**src/rtl/adc_lvds_pkg.sv**
```systemverilog
// Shared types and constants for the LVDS ADC receive path.
// Frame-alignment state encoding and per-resolution frame patterns.
package adc_lvds_pkg;

  typedef enum logic [2:0] {
    ST_IDLE,
    ST_SETTLE,
    ST_CHECK,
    ST_SLIP,
    ST_LOCKED,
    ST_FAIL
  } align_state_t;

  localparam int SlipW = 6;

  localparam logic [7:0]  Pat8  = 8'hF0;
  localparam logic [9:0]  Pat10 = 10'h3E0;
  localparam logic [11:0] Pat12 = 12'hFC0;
  localparam logic [13:0] Pat14 = 14'h3F80;
  localparam logic [15:0] Pat16 = 16'hFF00;

  function automatic logic [15:0] default_pattern(input int bits);
    logic [15:0] p;
    case (bits)
      8:       p = {8'h00, Pat8};
      10:      p = {6'h00, Pat10};
      12:      p = {4'h0, Pat12};
      16:      p = Pat16;
      default: p = {2'b00, Pat14};
    endcase
    return p;
  endfunction

endpackage

```
**src/rtl/adc_frame_match_filter.sv**
```systemverilog
// Consecutive match / mismatch counter for frame alignment.
// lock_hit and loss_hit fire combinationally on the threshold cycle.
module adc_frame_match_filter #(
  parameter int LockCount = 8,
  parameter int LossCount = 4
) (
  input  logic clk,
  input  logic rst,
  input  logic check_en,
  input  logic mon_en,
  input  logic match,
  output logic lock_hit,
  output logic loss_hit
);

  localparam int MW = $clog2(LockCount) + 1;
  localparam int LW = $clog2(LossCount) + 1;

  logic [MW-1:0] match_cnt;
  logic [LW-1:0] loss_cnt;

  assign lock_hit = check_en && match &&
                    (match_cnt == MW'(LockCount - 1));
  assign loss_hit = mon_en && !match &&
                    (loss_cnt == LW'(LossCount - 1));

  always_ff @(posedge clk or posedge rst) begin
    if (rst) begin
      match_cnt <= '0;
      loss_cnt  <= '0;
    end else begin
      if (!check_en || !match)
        match_cnt <= '0;
      else
        match_cnt <= match_cnt + MW'(1);
      // Any match while locked forgives earlier mismatches.
      if (!mon_en || match || loss_hit)
        loss_cnt <= '0;
      else
        loss_cnt <= loss_cnt + LW'(1);
    end
  end

endmodule

```
**src/rtl/adc_frame_align_ctrl.sv**
```systemverilog
// Frame-alignment sequencer: bitslips deserializers until the frame word
// matches, then holds lock and re-aligns on sustained mismatches.
module adc_frame_align_ctrl
  import adc_lvds_pkg::*;
#(
  parameter int          AdcBits      = 14,
  parameter logic [15:0] FramePattern = 16'h3F80,
  parameter int          SettleCycles = 4,
  parameter int          LockCount    = 8,
  parameter int          LossCount    = 4,
  parameter int          MaxSlips     = 2 * AdcBits
) (
  input  logic             FrmClk,
  input  logic             Rst,
  input  logic             Start,
  input  logic [15:0]      FrameWord,
  output logic             BitSlip,
  output logic             Aligned,
  output logic             DataValid,
  output logic             AlignFail,
  output logic             LossOfLock,
  output logic [SlipW-1:0] SlipCount
);

  localparam logic [15:0] Mask = 16'hFFFF >> (16 - AdcBits);
  localparam int SW = $clog2(SettleCycles) + 1;

  align_state_t state;
  logic [SW-1:0] settle_cnt;
  logic match, lock_hit, loss_hit;

  assign match = ((FrameWord ^ FramePattern) & Mask) == 16'h0;

  adc_frame_match_filter #(
    .LockCount(LockCount),
    .LossCount(LossCount)
  ) u_filter (
    .clk     (FrmClk),
    .rst     (Rst),
    .check_en(state == ST_CHECK),
    .mon_en  (state == ST_LOCKED),
    .match   (match),
    .lock_hit(lock_hit),
    .loss_hit(loss_hit)
  );

  always_ff @(posedge FrmClk or posedge Rst) begin
    if (Rst) begin
      state      <= ST_IDLE;
      settle_cnt <= '0;
      BitSlip    <= 1'b0;
      Aligned    <= 1'b0;
      DataValid  <= 1'b0;
      AlignFail  <= 1'b0;
      LossOfLock <= 1'b0;
      SlipCount  <= '0;
    end else begin
      BitSlip    <= 1'b0;
      LossOfLock <= 1'b0;
      DataValid  <= Aligned;
      case (state)
        ST_IDLE: begin
          if (Start) begin
            state      <= ST_SETTLE;
            settle_cnt <= '0;
            SlipCount  <= '0;
          end
        end
        ST_SETTLE: begin
          if (settle_cnt == SW'(SettleCycles - 1)) begin
            settle_cnt <= '0;
            state      <= ST_CHECK;
          end else begin
            settle_cnt <= settle_cnt + SW'(1);
          end
        end
        ST_CHECK: begin
          if (lock_hit) begin
            state   <= ST_LOCKED;
            Aligned <= 1'b1;
          end else if (!match) begin
            if (SlipCount == SlipW'(MaxSlips)) begin
              state     <= ST_FAIL;
              AlignFail <= 1'b1;
            end else begin
              state   <= ST_SLIP;
              BitSlip <= 1'b1;
              if (SlipCount != '1)
                SlipCount <= SlipCount + SlipW'(1);
            end
          end
        end
        ST_SLIP: begin
          state      <= ST_SETTLE;
          settle_cnt <= '0;
        end
        ST_LOCKED: begin
          // Loss takes priority over a coincident Start.
          if (loss_hit) begin
            LossOfLock <= 1'b1;
            Aligned    <= 1'b0;
            SlipCount  <= '0;
            settle_cnt <= '0;
            state      <= ST_SETTLE;
          end else if (Start) begin
            Aligned    <= 1'b0;
            SlipCount  <= '0;
            settle_cnt <= '0;
            state      <= ST_SETTLE;
          end
        end
        ST_FAIL: begin
          if (Start) begin
            AlignFail  <= 1'b0;
            SlipCount  <= '0;
            settle_cnt <= '0;
            state      <= ST_SETTLE;
          end
        end
        default: state <= ST_IDLE;
      endcase
    end
  end

endmodule

```
**config.mk**
```make
export PLATFORM = sky130hd
export DESIGN_NAME = adc_frame_align_ctrl
export DESIGN_NICKNAME = d
export VERILOG_FILES = /design/src/rtl/adc_lvds_pkg.sv /design/src/rtl/adc_frame_match_filter.sv /design/src/rtl/adc_frame_align_ctrl.sv
export SDC_FILE = /design/constraint.sdc
export NUM_CORES = 1
export LEC_CHECK = 0
export CAP_MARGIN = 20
export CELL_PAD_IN_SITES_DETAIL_PLACEMENT = 0
export CELL_PAD_IN_SITES_GLOBAL_PLACEMENT = 1
export CORE_UTILIZATION = 24
export CTS_CLUSTER_DIAMETER = 50
export DETAILED_ROUTE_END_ITERATION = 10
export GPL_TIMING_DRIVEN = 0
export PLACE_DENSITY = 0.62
export RECOVER_POWER = 50
export SYNTH_ARGS = -nofsm -noshare
export SYNTH_HDL_FRONTEND = slang
export SYNTH_SLANG_ARGS = --single-unit
export TNS_END_PERCENT = 20
```
**constraint.sdc**
```tcl
create_clock -name FrmClk -period 3.4 [get_ports FrmClk]
set_input_delay 1.02 -clock FrmClk [delete_from_list [all_inputs] [get_ports FrmClk]]
set_output_delay 1.02 -clock FrmClk [all_outputs]
set_load 0.01 [all_outputs]
```
======== Word level (Yosys, flattened, before mapping) ========
Cells that the tools add are included.
word-level totals
  logic and storage cells ................. 90
  output and inout port bits .............. 11
  register bits ........................... 24
  bits of input ports ..................... 19
cells by class
  bitwise gates (word level) .............. 1
  multiplexer cells ....................... 34
  add/subtract/negate cells ............... 4
  eq/ne operators ......................... 20
  reductions and logical operators ........ 21
operator list
  cell                                            number
  two-way mux 6 bit                               6
  two-way mux 3 bit                               10
  one-hot mux 6 bit (3 select lines)              1
  zero test 16 bit                                1
  inequality test 2 bit (second input constant)   8
  one-hot mux 3 bit (5 select lines)              1
  == test 3 x 2 -> 1 bit (second input constant)  4
  two-way mux 1 bit                               12
  one-hot mux 3 bit (4 select lines)              1
  AND reduction 5 bit                             2
  inverter 7 bit                                  1
  adder 3 x 1 -> 3 bit (second input constant)    2
  adder 6 x 1 -> 6 bit (second input constant)    1
  == test 3 bit (second input constant)           2
  == test 6 x 5 -> 1 bit (second input constant)  1
  inequality test 3 bit (second input constant)   2
  inequality test 6 bit (second input constant)   1
  adder 4 x 1 -> 4 bit (second input constant)    1
  == test 4 x 3 -> 1 bit (second input constant)  1
  logical AND 1 bit                               4
  two-way mux 4 bit                               1
  one-hot mux 1 bit (2 select lines)              2
  nonzero test 2 bit                              2
  nonzero test 4 bit                              1
  other kinds (8)                                 12

======== Depth between registers and ports, before layout ========
  depth in word-level cells ............... 7
  mapped depth ............................ 6
  depth with buffers taken out ............ 6

======== Hierarchy ========
Synthesis repeated with hierarchy kept, for this count alone.
unflattened totals
  cell total of the unflattened synthesis .. 137
  area total of the unflattened synthesis .. 1362.6 um2
modules (own cells, without submodules)
  module                  area an instance (um2)  sequential area each (um2)  instances  cells an instance
  adc_frame_align_ctrl    1034.7                  425.4                       1          108
  adc_frame_match_filter  327.8                   175.2                       1          29

======== Worst setup path before layout ========
OpenSTA, ideal clock, no wires.
  path type ............................... input port to flip-flop
  start point ............................. in FrameWord[1]
  end point ............................... reg AlignFail
  buffers on the path ..................... 1
  slack ................................... 0.807 ns
  arrival time ............................ 2.456 ns
  cell stages on the path ................. 5
  library setup time ...................... 0.137 ns
  cells stage by stage .................... or4_4 or4_4 buf_6 a41oi_1 a21oi_1
on the way
  longest elaborated chain between the ends .. 5
ends and longest elaborated chain
  what                             line                          source
  from (decl)                      adc_frame_align_ctrl.sv:16    input logic [15:0] FrameWord,
  zero test 16 bit *               adc_frame_align_ctrl.sv:32    assign match = ((FrameWord ^ FramePattern) & Mask) == 16'h0;
  logical AND 1 bit (2 in a row)   adc_frame_match_filter.sv:22  assign lock_hit = check_en && match &&
  inequality test 2 bit (no line)  --
  AND reduction 5 bit (no line) *  --
  to (signal assigned)             adc_frame_align_ctrl.sv:54    AlignFail <= 1'b0;
  to (signal assigned)             adc_frame_align_ctrl.sv:84    AlignFail <= 1'b1;
  to (signal assigned)             adc_frame_align_ctrl.sv:114   AlignFail <= 1'b0;
  to (decl)                        adc_frame_align_ctrl.sv:20    output logic AlignFail,
Mark *: on every way between the ends. The rest lies on a longest branch, timed or not.
A chain may end at the register's enable or synchronous reset.

======== Worst setup path in the final report ========
  start point ............................. in FrameWord[1]
  end point ............................... reg SlipCount[4]
on the way
  longest elaborated chain between the ends .. 6
ends and longest elaborated chain
  what                                line                          source
  zero test 16 bit *                  adc_frame_align_ctrl.sv:32
  zero test 1 bit                     adc_frame_match_filter.sv:24  assign loss_hit = mon_en && !match &&
  logical AND 1 bit (2 in a row)      adc_frame_match_filter.sv:24
  two-way mux 6 bit                   adc_frame_align_ctrl.sv:99    if (loss_hit) begin
  one-hot mux 6 bit (3 select lines)  adc_frame_align_ctrl.sv:61    case (state)
  to (signal assigned)                adc_frame_align_ctrl.sv:89    SlipCount <= SlipCount + SlipW'(1);
  to (decl)                           adc_frame_align_ctrl.sv:22    output logic [SlipW-1:0] SlipCount
Marked as above.

==> parameters.txt <==
Parameter                              Value

Power and ir drop
  Sequential fraction of design power    0.393
  Net switching share of the total power    0.322
  Fraction of power consumed by the clock network    0.292
  NetSw    0.000286 W
  Final total power    0.000887 W
  Peak ir drop on the vdd network    0.000181 V
  Total power divided by cell area    476 nW/um^2
  Internal    0.000601 W
  LEAKAGE    0.756 nW
  Proportion of power drawn by combinational gates    0.315

Floorplanning
  Top-level port count    30
  Number of placement rows    27
  Die Wd    79.4 um
  Initial Util    0.255
  Floorplan die height    79.4 um
  Full die area    6310 um^2
  Core Region    5640 um^2

Run status
  Status    complete, no violations

Clock network
  Max clock buf depth    2
  Clk sinks    24
  Count of cells resized by post-cts repair    0
  Number of buffers created by CTS    3
  Clock tree from TritonCTS    built
  Clk slew on worst S/H paths    100 ps
  H-tree level count    1
  Cell at the root of the clock tree    sky130_fd_sc_hd__clkbuf_8
  Number of setup buffers added after CTS    0
  Hold_buf cts    0
  Insertion delay to the later sink of the worst-skew pair    280 ps

Cells and area
  Antenna cell count    0
  Leading cell type in the layout, fill and taps excluded    sky130_fd_sc_hd__dfrtp_1
  Area Overhead vs Synth    29.6%
  Fraction of final layout cells with drive strength greater than 1    0.112
  Number of nets in the layout    205
  Count of filler cells inserted in the layout    563
  Leading cell types in the layout, fill and taps excluded    sky130_fd_sc_hd__dfrtp_1 (24), sky130_fd_sc_hd__clkdlybuf4s50_1 (21), sky130_fd_sc_hd__nor2_1 (12)

GRT
  Number of global-route vias before repair    1221
  Overflow after GRT    0
  Wire length of the first global-routing pass    5870 um
  Initial antenna violation count    0
  Pin count of the biggest net entering global routing    25
  GRT Overall Usage    0.119

Routing
  Initial DRC count    107
  Detailed-route vias per instance    4.91
  Routed via count    1233
  Routed WL    3370 um
  Number of iterations in the first detailed-routing pass    4
  Wire length per cell after detailed routing    13.4 um
  DRC violation count after routing    0
  Remaining antenna violation count    0

Worst setup path
  Startpoint class of the critical path    input pin
  Slowest Stage Delay on Critical Path    560 ps
  Arr. time, crit path    3150 ps
  Start-to-end type of the worst setup path    input pin to flop
  Kind of cell adding the most delay to the critical path    simple AND/OR/NAND/NOR gates
  Buf/Inv on CP    2
  CP cell instances    clkdlybuf4s50_1 > or4_4 > nor4_2 > buf_4 > a22oi_2 > o221ai_1
  Max FO, Critical Path    10
  Crit. End Element    flop
  Critical-path cell with the highest stage delay    sky130_fd_sc_hd__or4_4
  Data required time of the worst path    3600 ps

Run
  Count of max-cap constraint violations    0

Timing
  Clock Skew    12.0 ps
  Crit share post-route    0.869
  Setup-failing EPs final    0
  Setup tns final    0 ps
  Max Clk Rate    338 MHz
  Headroom to the max-slew limit    0.178
  Unrepaired setup endpoints after global routing    false
  Final hold violations    0
  Slew of the pin with the lowest slew margin    1230 ps
  Pins Over Slew Limit    0
  Final critical delay including setup and external delays    2960 ps

Logic synthesis
  Register bit count reported by yosys    24
  Cells after synthesis    148
  Number of enable flip-flop cells after synthesis    0
  Sequential area share after synthesis    0.417
  Asr flop ratio synth    1.00
  Total nets after synthesis    173
  Ys flop type    sky130_fd_sc_hd__dfrtp_1
  Avg Cell Area, Syn    9.72 um^2
  Synthesis warning total    0
  Area of the mapped netlist    1440 um^2
  Yosys cell types    48

Placed design
  HPWL Detailed    2400 um
  Routability cong.    0.689
  Number of I/O port buffers    26

Min path
  Path category of the worst min-delay check    flop to flop
-- worst register-to-register path, cell delays in order, from the launching register on --
cell and delay (ps):
sky130_fd_sc_hd__dfrtp_1 420, sky130_fd_sc_hd__inv_1 110, sky130_fd_sc_hd__ha_1 210, sky130_fd_sc_hd__mux2_1 290, sky130_fd_sc_hd__nor2b_1 190, sky130_fd_sc_hd__or4_1 470, sky130_fd_sc_hd__o221ai_1 80
-- power groups by stage --
stage	logic, W	clock network [W]	registers, W
2_1_floorplan	0.000198	0	0.000350
3_3_place_gp	0.000282	0	0.000356
4_1_cts	0.000283	0.000266	0.000350
3_5_place_dp	0.000279	0	0.000356
6_report	0.000279	0.000259	0.000349
5_1_grt	0.000316	0.000273	0.000354
-- synthesized netlist by cell type (4+ instances only) --
cell type	count	area (um^2)
sky130_fd_sc_hd__dfrtp_1	24	601
sky130_fd_sc_hd__nor2_1	12	45.0
sky130_fd_sc_hd__inv_1	11	41.3
sky130_fd_sc_hd__nand2_1	10	37.5
sky130_fd_sc_hd__ha_1	6	75.1
sky130_fd_sc_hd__nor3_1	6	30.0
sky130_fd_sc_hd__nand2b_1	5	31.3
sky130_fd_sc_hd__nand3_1	5	25.0
sky130_fd_sc_hd__nand4_1	5	31.3
sky130_fd_sc_hd__o211ai_1	4	30.0
-- sequential cells by signal, indices dropped and copies added, names as in the netlist, 3 cells and up --
| name | flops |
|---|---|
| SlipCount | 6 |
| u_filter.match_cnt | 4 |
| settle_cnt | 3 |
| state | 3 |
| u_filter.loss_cnt | 3 |
-- worst paths after layout --
kind                       cells past startpoint                    to    startpoint  slack [ps]
max                                            6          SlipCount[4]  FrameWord[1]         440
min                                            0             DataValid       Aligned         440
max reg2reg                                    6          SlipCount[3]  SlipCount[0]        1540
min reg2reg                                    0             DataValid       Aligned         440
max in group asynchronous                      3  u_filter.loss_cnt[2]           Rst        1020
min in group asynchronous                      2             AlignFail           Rst        1020
-- cells by family (layout without fill, tap and decap cells) --
family / Yosys count / count (layout) / share of synthesized area
AO/OA/AOI/OAI: 27 / 27 / 0.157
multiplexers: 2 / 2 / 0.0157
adder cells (fa/ha/maj): 6 / 6 / 0.0522
buffers and inverters: 18 / 49 / 0.0643
AND/OR/NAND/NOR: 68 / 68 / 0.276
flip-flops: 24 / 24 / 0.417
XOR/XNOR: 3 / 3 / 0.0183
-- per-stage QoR --
step	setup slack, ps	utilization	instances	area, um^2	hold slack (ps)
global placement	192	0.317	246	1790	427
floorplan	807	-	148	1440	410
global route	287	0.330	251	1860	459
detailed placement	96.4	0.317	246	1790	433
finish	444	0.330	251	1860	438
CTS	383	0.330	250	1860	450
-- final cells by class --
type	instances	area, um^2	area share
sequential	24	601	0.322
clock inverter	1	30.0	0.0161
timing repair buffer	27	264	0.142
buffer	7	51.3	0.0275
inverter	11	41.3	0.0221
multi-input combinational	106	746	0.400
tap	72	90.1	0.0483
clock buffer	3	41.3	0.0221
-- layer usage --
metal	vias to the layer above	GRT usage	share of wire	wire, um
met4	0	0.0436	0.014	46
met5	-	0	0	0
li1	608	-	-	-
met2	45	0.184	0.42	1420
met1	575	0.166	0.50	1670
met3	5	0.0183	0.067	227
Note: power is estimated with default switching activity, not from simulation.
